$ cat src/rtl/lsu_mem_stage.sv
// RV32I memory-access stage: loads/stores on a req/gnt/rvalid bus.
// Aligns store lanes, extracts and extends load data for writeback.
module lsu_mem_stage #(
    parameter int XLEN = 32,
    parameter int BE_W = XLEN / 8
) (
    input  logic            CLK,
    input  logic            rst,
    input  logic            ex_valid,
    input  logic [XLEN-1:0] ex_addr,
    input  logic [XLEN-1:0] ex_wdata,
    input  logic [2:0]      ex_funct3,
    input  logic            ex_mem_rd,
    input  logic            ex_mem_wr,
    output logic            lsu_busy,
    output logic            dmem_req,
    output logic            dmem_we,
    output logic [XLEN-1:0] dmem_addr,
    output logic [XLEN-1:0] dmem_wdata,
    output logic [BE_W-1:0] dmem_be,
    input  logic            dmem_gnt,
    input  logic            dmem_rvalid,
    input  logic [XLEN-1:0] dmem_rdata,
    output logic            wb_valid,
    output logic [XLEN-1:0] wb_data,
    output logic            lsu_err
);

    typedef enum logic [1:0] {
        S_IDLE,
        S_REQ,
        S_WAIT,
        S_RESP
    } state_t;

    state_t          state_q;
    logic [1:0]      alo_q;
    logic [2:0]      f3_q;
    logic            req_q;
    logic            we_q;
    logic [XLEN-1:0] addr_q;
    logic [XLEN-1:0] wdata_q;
    logic [BE_W-1:0] be_q;
    logic            wbv_q;
    logic [XLEN-1:0] wbd_q;
    logic            err_q;

    logic            accept;
    logic            illegal;
    logic [BE_W-1:0] be_d;
    logic [XLEN-1:0] wdata_d;
    logic [XLEN-1:0] ld_d;
    logic [7:0]      ld_b;
    logic [15:0]     ld_h;

    assign accept = ex_valid && (state_q == S_IDLE) && (ex_mem_rd || ex_mem_wr);

    // Classify the presented op as illegal (conflict, bad funct3, misaligned).
    always_comb begin
        illegal = 1'b0;
        if (ex_mem_rd && ex_mem_wr) begin
            illegal = 1'b1;
        end else if (ex_mem_rd && (ex_funct3 == 3'd3 || ex_funct3[2:1] == 2'b11)) begin
            illegal = 1'b1;
        end else if (ex_mem_wr && ex_funct3 > 3'd2) begin
            illegal = 1'b1;
        end else if (ex_funct3[1:0] == 2'b01 && ex_addr[0]) begin
            illegal = 1'b1;
        end else if (ex_funct3[1:0] == 2'b10 && ex_addr[1:0] != 2'b00) begin
            illegal = 1'b1;
        end
    end

    // Store lane placement: replicate data, steer byte enables by address.
    always_comb begin
        be_d    = '1;
        wdata_d = ex_wdata;
        case (ex_funct3[1:0])
            2'b00: begin
                be_d    = BE_W'(1) << ex_addr[1:0];
                wdata_d = {BE_W{ex_wdata[7:0]}};
            end
            2'b01: begin
                be_d    = BE_W'(3) << {ex_addr[1], 1'b0};
                wdata_d = {(BE_W / 2){ex_wdata[15:0]}};
            end
            default: begin
                be_d    = '1;
                wdata_d = ex_wdata;
            end
        endcase
    end

    // Load extraction from the captured lane and funct3.
    always_comb begin
        ld_b = dmem_rdata[{alo_q, 3'b000} +: 8];
        ld_h = dmem_rdata[{alo_q[1], 4'b0000} +: 16];
        case (f3_q)
            3'd0:    ld_d = {{(XLEN - 8){ld_b[7]}}, ld_b};
            3'd4:    ld_d = {{(XLEN - 8){1'b0}}, ld_b};
            3'd1:    ld_d = {{(XLEN - 16){ld_h[15]}}, ld_h};
            3'd5:    ld_d = {{(XLEN - 16){1'b0}}, ld_h};
            default: ld_d = dmem_rdata;
        endcase
    end

    // Transaction FSM with registered bus, writeback and error outputs.
    always_ff @(posedge CLK or posedge rst) begin
        if (rst) begin
            state_q <= S_IDLE;
            alo_q   <= '0;
            f3_q    <= '0;
            req_q   <= 1'b0;
            we_q    <= 1'b0;
            addr_q  <= '0;
            wdata_q <= '0;
            be_q    <= '0;
            wbv_q   <= 1'b0;
            wbd_q   <= '0;
            err_q   <= 1'b0;
        end else begin
            err_q <= 1'b0;
            wbv_q <= 1'b0;
            case (state_q)
                S_IDLE: begin
                    if (accept) begin
                        alo_q <= ex_addr[1:0];
                        f3_q  <= ex_funct3;
                        if (illegal) begin
                            err_q <= 1'b1;
                        end else begin
                            state_q <= S_REQ;
                            req_q   <= 1'b1;
                            we_q    <= ex_mem_wr;
                            addr_q  <= {ex_addr[XLEN-1:2], 2'b00};
                            be_q    <= ex_mem_wr ? be_d : '0;
                            wdata_q <= ex_mem_wr ? wdata_d : '0;
                        end
                    end
                end
                S_REQ: begin
                    if (dmem_gnt) begin
                        req_q   <= 1'b0;
                        we_q    <= 1'b0;
                        be_q    <= '0;
                        state_q <= we_q ? S_IDLE : S_WAIT;
                    end
                end
                S_WAIT: begin
                    if (dmem_rvalid) begin
                        wbd_q   <= ld_d;
                        wbv_q   <= 1'b1;
                        state_q <= S_RESP;
                    end
                end
                S_RESP: begin
                    state_q <= S_IDLE;
                end
                default: begin
                    state_q <= S_IDLE;
                end
            endcase
        end
    end

    assign lsu_busy   = (state_q != S_IDLE);
    assign dmem_req   = req_q;
    assign dmem_we    = we_q;
    assign dmem_addr  = addr_q;
    assign dmem_wdata = wdata_q;
    assign dmem_be    = be_q;
    assign wb_valid   = wbv_q;
    assign wb_data    = wbd_q;
    assign lsu_err    = err_q;

endmodule

$ cat config.mk
export PLATFORM = sky130hd
export DESIGN_NAME = lsu_mem_stage
export DESIGN_NICKNAME = d
export VERILOG_FILES = /design/src/rtl/lsu_mem_stage.sv
export SDC_FILE = /design/constraint.sdc
export NUM_CORES = 1
export LEC_CHECK = 0
export ABC_AREA = 1
export CAP_MARGIN = 20
export CORE_UTILIZATION = 30
export CTS_BUF_LIST = sky130_fd_sc_hd__clkbuf_16
export DETAILED_ROUTE_END_ITERATION = 6
export MAX_ROUTING_LAYER = met4
export PLACE_DENSITY_LB_ADDON = 0.08
export SYNTH_ARGS = -nofsm -noshare
export SYNTH_HDL_FRONTEND = slang
export SYNTH_SLANG_ARGS = --single-unit
$ cat constraint.sdc
create_clock -name CLK -period 3.9 [get_ports CLK]
set_input_delay 0.78 -clock CLK [delete_from_list [all_inputs] [get_ports CLK]]
set_output_delay 0.78 -clock CLK [all_outputs]
set_load 0.01 [all_outputs]
# [Word-level counts from Yosys, hierarchy flattened]
# Cells that the tools add are included.
[totals] ff_bits=109 word_cells=83 output_inout_bits=105 input_bits=106
[classes] n_shift=4 bitwise=1 muxes=32 n_reduce_logical=20 n_eq_ne=14 n_lt_le_gt_ge=1
[ops] op="case mux 32 bit (4 select lines)" count=1
[ops] op="case mux 32 bit (2 select lines)" count=1
[ops] op="two-way mux 32 bit" count=1
[ops] op="variable part select 32 x 6 -> 16 bit" count=1
[ops] op="variable part select 32 x 6 -> 8 bit" count=1
[ops] op="two-way mux 4 bit" count=4
[ops] op="case mux 4 bit (2 select lines)" count=2
[ops] op="two-way mux 1 bit" count=15
[ops] op="two-way mux 2 bit" count=5
[ops] op="equality test 2 bit, second input constant" count=4
[ops] op="inequality test 2 bit, second input constant" count=4
[ops] op="case mux 2 bit (4 select lines)" count=1
[ops] op="AND reduction 4 bit" count=2
[ops] op="logical AND 1 bit" count=7
[ops] op="equality test 3 bit, second input constant" count=2
[ops] op="nonzero test 2 bit" count=3
[ops] op="equality test 2 x 1 -> 1 bit, second input constant" count=2
[ops] op="logical NOT 2 bit" count=2
[ops] op="case mux 1 bit (2 select lines)" count=2
[ops] op="AND reduction 2 bit" count=2
[ops] op="<< shifter 1 x 2 -> 4 bit, first input constant" count=1
[ops] op="<< shifter 2 x 2 -> 4 bit, first input constant" count=1
[ops] op="equality test 3 x 1 -> 1 bit, second input constant" count=1
[ops] op="equality test 3 x 2 -> 1 bit, second input constant" count=1
[ops] op="other kinds (5)" count=6

# [Longest topological paths before layout]
[depth] word_depth=10 mapped_depth=12

# [Least setup slack after synthesis]
# OpenSTA, ideal clock, no wires.
[synth_path] kind="input-to-reg" start="in ex_funct3[1]" end="reg wdata_q[24], in the netlist dmem_wdata[24]" setup_ps=121 t_arrival_ps=1719 path_slack_ps=2060 cell_stages=11 path_cell_list="buf_6 -> inv_4 -> nor2_1 -> nand2_1 -> nand2_1 -> nor2_2 -> nand3_2 -> buf_6 -> buf_2 -> nand2_1 -> o21ai_1"
[synth_between] elab_chain_cells=9 word_cells_on_any_way=20 classes_between="order compare (1); eq/ne (4); mux (7); bitwise (1); reduce/logical (7)"
[synth_lines] item="start, declared" line_no="12" rtl="input logic [2:0] ex_funct3,"
[synth_lines] item="equality test 2 bit" line_no="69" rtl="end else if (ex_funct3[1:0] == 2'b10 && ex_addr[1:0] != 2'b00) begin"
[synth_lines] item="logical AND 1 bit" line_no="69"
[synth_lines] item="two-way mux 1 bit" line_no="69"
[synth_lines] item="two-way mux 1 bit" line_no="67" rtl="end else if (ex_funct3[1:0] == 2'b01 && ex_addr[0]) begin"
[synth_lines] item="two-way mux 1 bit" line_no="65" rtl="end else if (ex_mem_wr && ex_funct3 > 3'd2) begin"
[synth_lines] item="two-way mux 1 bit" line_no="63" rtl="end else if (ex_mem_rd && (ex_funct3 == 3'd3 || ex_funct3[2:1] == 2'b11)) begin"
[synth_lines] item="two-way mux 1 bit" line_no="61" rtl="if (ex_mem_rd && ex_mem_wr) begin"
[synth_lines] item="NOT 1 bit (no source line)"
[synth_lines] item="AND reduction 3 bit (no source line)"
[synth_lines] item="end signal, assigned" line_no="137" rtl="wdata_q <= ex_mem_wr ? wdata_d : '0;"
[synth_lines] item="end, declared" line_no="42" rtl="logic [XLEN-1:0] wdata_q;"
# Parallel ways exist; a longest one is shown, timed or not.
# A chain may end at the register's enable or synchronous reset.

# [Worst setup path after layout]
[layout_path] start="in ex_funct3[1]" end="reg wdata_q[15], in the netlist dmem_wdata[15]"
# The elaborated chain is that of the path after synthesis.

==> results.sh <==
export IMPL_fin_crit_ps=2680
export IMPL_peakVddDrop_mv=0.295
export IMPL_cts_resized=0
export IMPL_num_vias=5031
export IMPL_cts_setup_buffers=0
export IMPL_drc_errors=0
export IMPL_drt_initial_drc_count=291
export IMPL_die_w_um=134
export IMPL_htreeDepth=3
export IMPL_coreArea_um2=16800
export IMPL_totalWireLength_um=16500
export IMPL_gp_congestion=0.825
export IMPL_synthMuxAreaShare_pct=0
export IMPL_skew_ps=3.39
export IMPL_fin_setup_tns_ps=0
export IMPL_clk_latency_ps=350
export IMPL_cts_sinks=109
export IMPL_tightest_slew_ps=875
export IMPL_whs_ps=479
export IMPL_drive_above_1_share_pct=4.06
export IMPL_critical_path_class="in -> reg"
export IMPL_num_antenna_cells=0
export IMPL_p_leak_nw=3.62
export IMPL_grt_total_usage_pct=19.5
export IMPL_critPathRequiredTime_ps=4140
export IMPL_path_clk_slew_ps=70
export IMPL_hpwl_um=12100
export IMPL_dr_pass1_iters=4
export IMPL_synth_avg_cell_area_um2=7.83
export IMPL_vias_per_cell=4.65
export IMPL_arrival_ps=2920
export IMPL_n_fill_cell=1705
export IMPL_numCtsBuffers=9
export IMPL_synth_top_family_by_area="simple AND/OR/NAND/NOR gates"
export IMPL_portBuffers=208
export IMPL_wl_per_cell_um=15.2
export IMPL_setup_viol=0
export IMPL_max_cap_violations=0
export IMPL_ys_ff_latch=109
export IMPL_die_y_um=134
export IMPL_critPathMaxFanout=37
export IMPL_end_kind="flip-flop"
export IMPL_hold_buffers=0
export IMPL_rsz0062_at_grt="false"
export IMPL_status="finished, final reports clean"
export IMPL_startpoint_type="input port"
export IMPL_design_area_um2=7710
export IMPL_ys_warn_count=0
export IMPL_p_per_area_nw_per_um2=702
export IMPL_synth_simple_area_share_pct=24.1
export IMPL_synth_cell_type_count=31
export IMPL_timing_final_hold_violations=0
export IMPL_synth_cells=668
export IMPL_clockBufferDepth=2
export IMPL_synthTopCellsByArea="dfrtp_1 (52%), nand2_1 (18%), o21ai_0 (5.2%)"
export IMPL_nets=963
export IMPL_synth_fa_ha_area_share_pct=0
export IMPL_multi_input_area_um2=2010
export IMPL_dieArea_um2=18000
export IMPL_seq_area_frac_synth_pct=52.1
export IMPL_root_buffer="clkbuf_16"
export IMPL_synth_compound_area_share_pct=14.2
export IMPL_grt_remaining_overflow=0
export IMPL_layout_cells_non_filler=1082
export IMPL_antenna_found_initial=0
export IMPL_fmax_ghz=0.373
export IMPL_slew_viol_final=0
export IMPL_ioPinCount=211
export IMPL_antenna_left=0
export IMPL_maxSlewHeadroom_pct=41.7
export IMPL_post_route_period_util_pct=68.7
export IMPL_synth_area_um2=5230
export IMPL_area_growth_syn_to_layout_pct=47.5
export IMPL_yosysTopAreaCellShare_pct=52.1
export IMPL_initial_utilization_pct=31.1
export IMPL_yosys_area_top_type="dfrtp_1"
export IMPL_place_area_um2=7430
export IMPL_grt_pass1_wl_um=26500
export IMPL_cts_tree="built"
export IMPL_hp_class="reg -> reg"
export IMPL_grt_pass1_vias=5126
export IMPL_grt_max_degree=63
export IMPL_dp_cells=1066
export IMPL_regArea_um2=2730
export IMPL_num_rows=47
export IMPL_synth_xor_area_share_pct=0
logic make-up (layout without fill, tap and decap cells):
logic type	Yosys count	in the layout
compound gates	130	130
buf+inv	109	302
simple gates	319	319
flops	109	109
other cells	1	2
Yosys cell counts, drive strengths merged:
cell type	n
dfrtp	109
inv	71
o2111ai	1
a2bb2oi	2
a31oi	2
a211oi	1
or2	1
a21oi	21
nand2	258
o21a	1
clkbuf	14
nor3	4
nor2	37
o21ai	61
conb	1
buf	23
o22ai	24
nand3b	1
nand3	18
o22a	1
o211ai	16
clkinv	1
flip-flops by register name, indices dropped and copies added (netlist names), 2 cells and up, named ones only:
register / cells
alo_q: 2
dmem_addr: 30
dmem_be: 4
dmem_wdata: 32
f3_q: 3
wb_data: 32
where the power goes:
group	switching (mW)	leakage, nW	total (mW)	internal [mW]
registers	0.375	1.35	2.01	1.64
logic	1.20	2.13	2.50	1.30
clock network	0.416	0.139	0.905	0.489
layer usage:
| layer | GRT usage [%] | vias to the layer above | wire (µm) |
|---|---|---|---|
| met3 | 5.06 | 16 | 1140 |
| met5 | - | - | 0 |
| met2 | 31.5 | 159 | 7900 |
| li1 | - | 2494 | - |
| met1 | 23.5 | 2362 | 7160 |
| met4 | 7.12 | 0 | 248 |
stage by stage:
stage	util, %	total power, mW	setup WS [ps]
floorplan	-	3.16	246
CTS	45.9	5.50	1200
detailed placement	44.2	4.55	828
finish	45.9	5.42	1220
global route	45.9	5.82	986
global placement	44.2	4.52	904
worst max-delay path, stage by stage:
cell	delay, ps
clkdlybuf4s50_1	600
inv_4	350
nand3_1	110
nand2_1	100
nor2_2	50
nand3_2	180
buf_4	260
clkinv_4	260
nand2_1	150
nand2_1	70
worst paths after layout:
path | slack (ps) | end | start | depth (start not counted)
worst min-delay path | 480 | dmem_be[3] | dmem_be[3] | 2
worst max register to register | 1610 | wb_data[20] | alo_q[1] | 7
worst min register to register | 480 | dmem_be[3] | dmem_be[3] | 2
min in group asynchronous | 860 | wb_valid | rst | 2
max in group asynchronous | 2250 | dmem_wdata[3] | rst | 3
worst max-delay path | 1220 | dmem_wdata[15] | ex_funct3[1] | 10
placed cells by master, fill, tap and decap left out, types with 2 or more instances in the layout:
cell               n
a21oi_1           21
a2bb2oi_1          2
a31oi_1            2
buf_4              5
clkbuf_16          9
clkdlybuf4s50_1  208
clkinv_1           3
conb_1             2
dfrtp_1          109
inv_1             66
inv_2              4
inv_4              2
nand2_1          254
nand2_2            4
nand3_1           17
nor2_1            34
nor2_2             3
nor3_1             3
o211ai_1          16
o21ai_0           54
o21ai_1            7
o22ai_1           24
final cells by class:
cell class                 count  share of cell area [%]
clock buffer                   9                    2.92
multi-input combinational    451                    26.0
sequential                   109                    35.4
tap                          220                    3.57
timing repair buffer         214                    27.7
inverter                      72                    3.63
clock inverter                 7                   0.746
(Power assumes the default switching activity.)
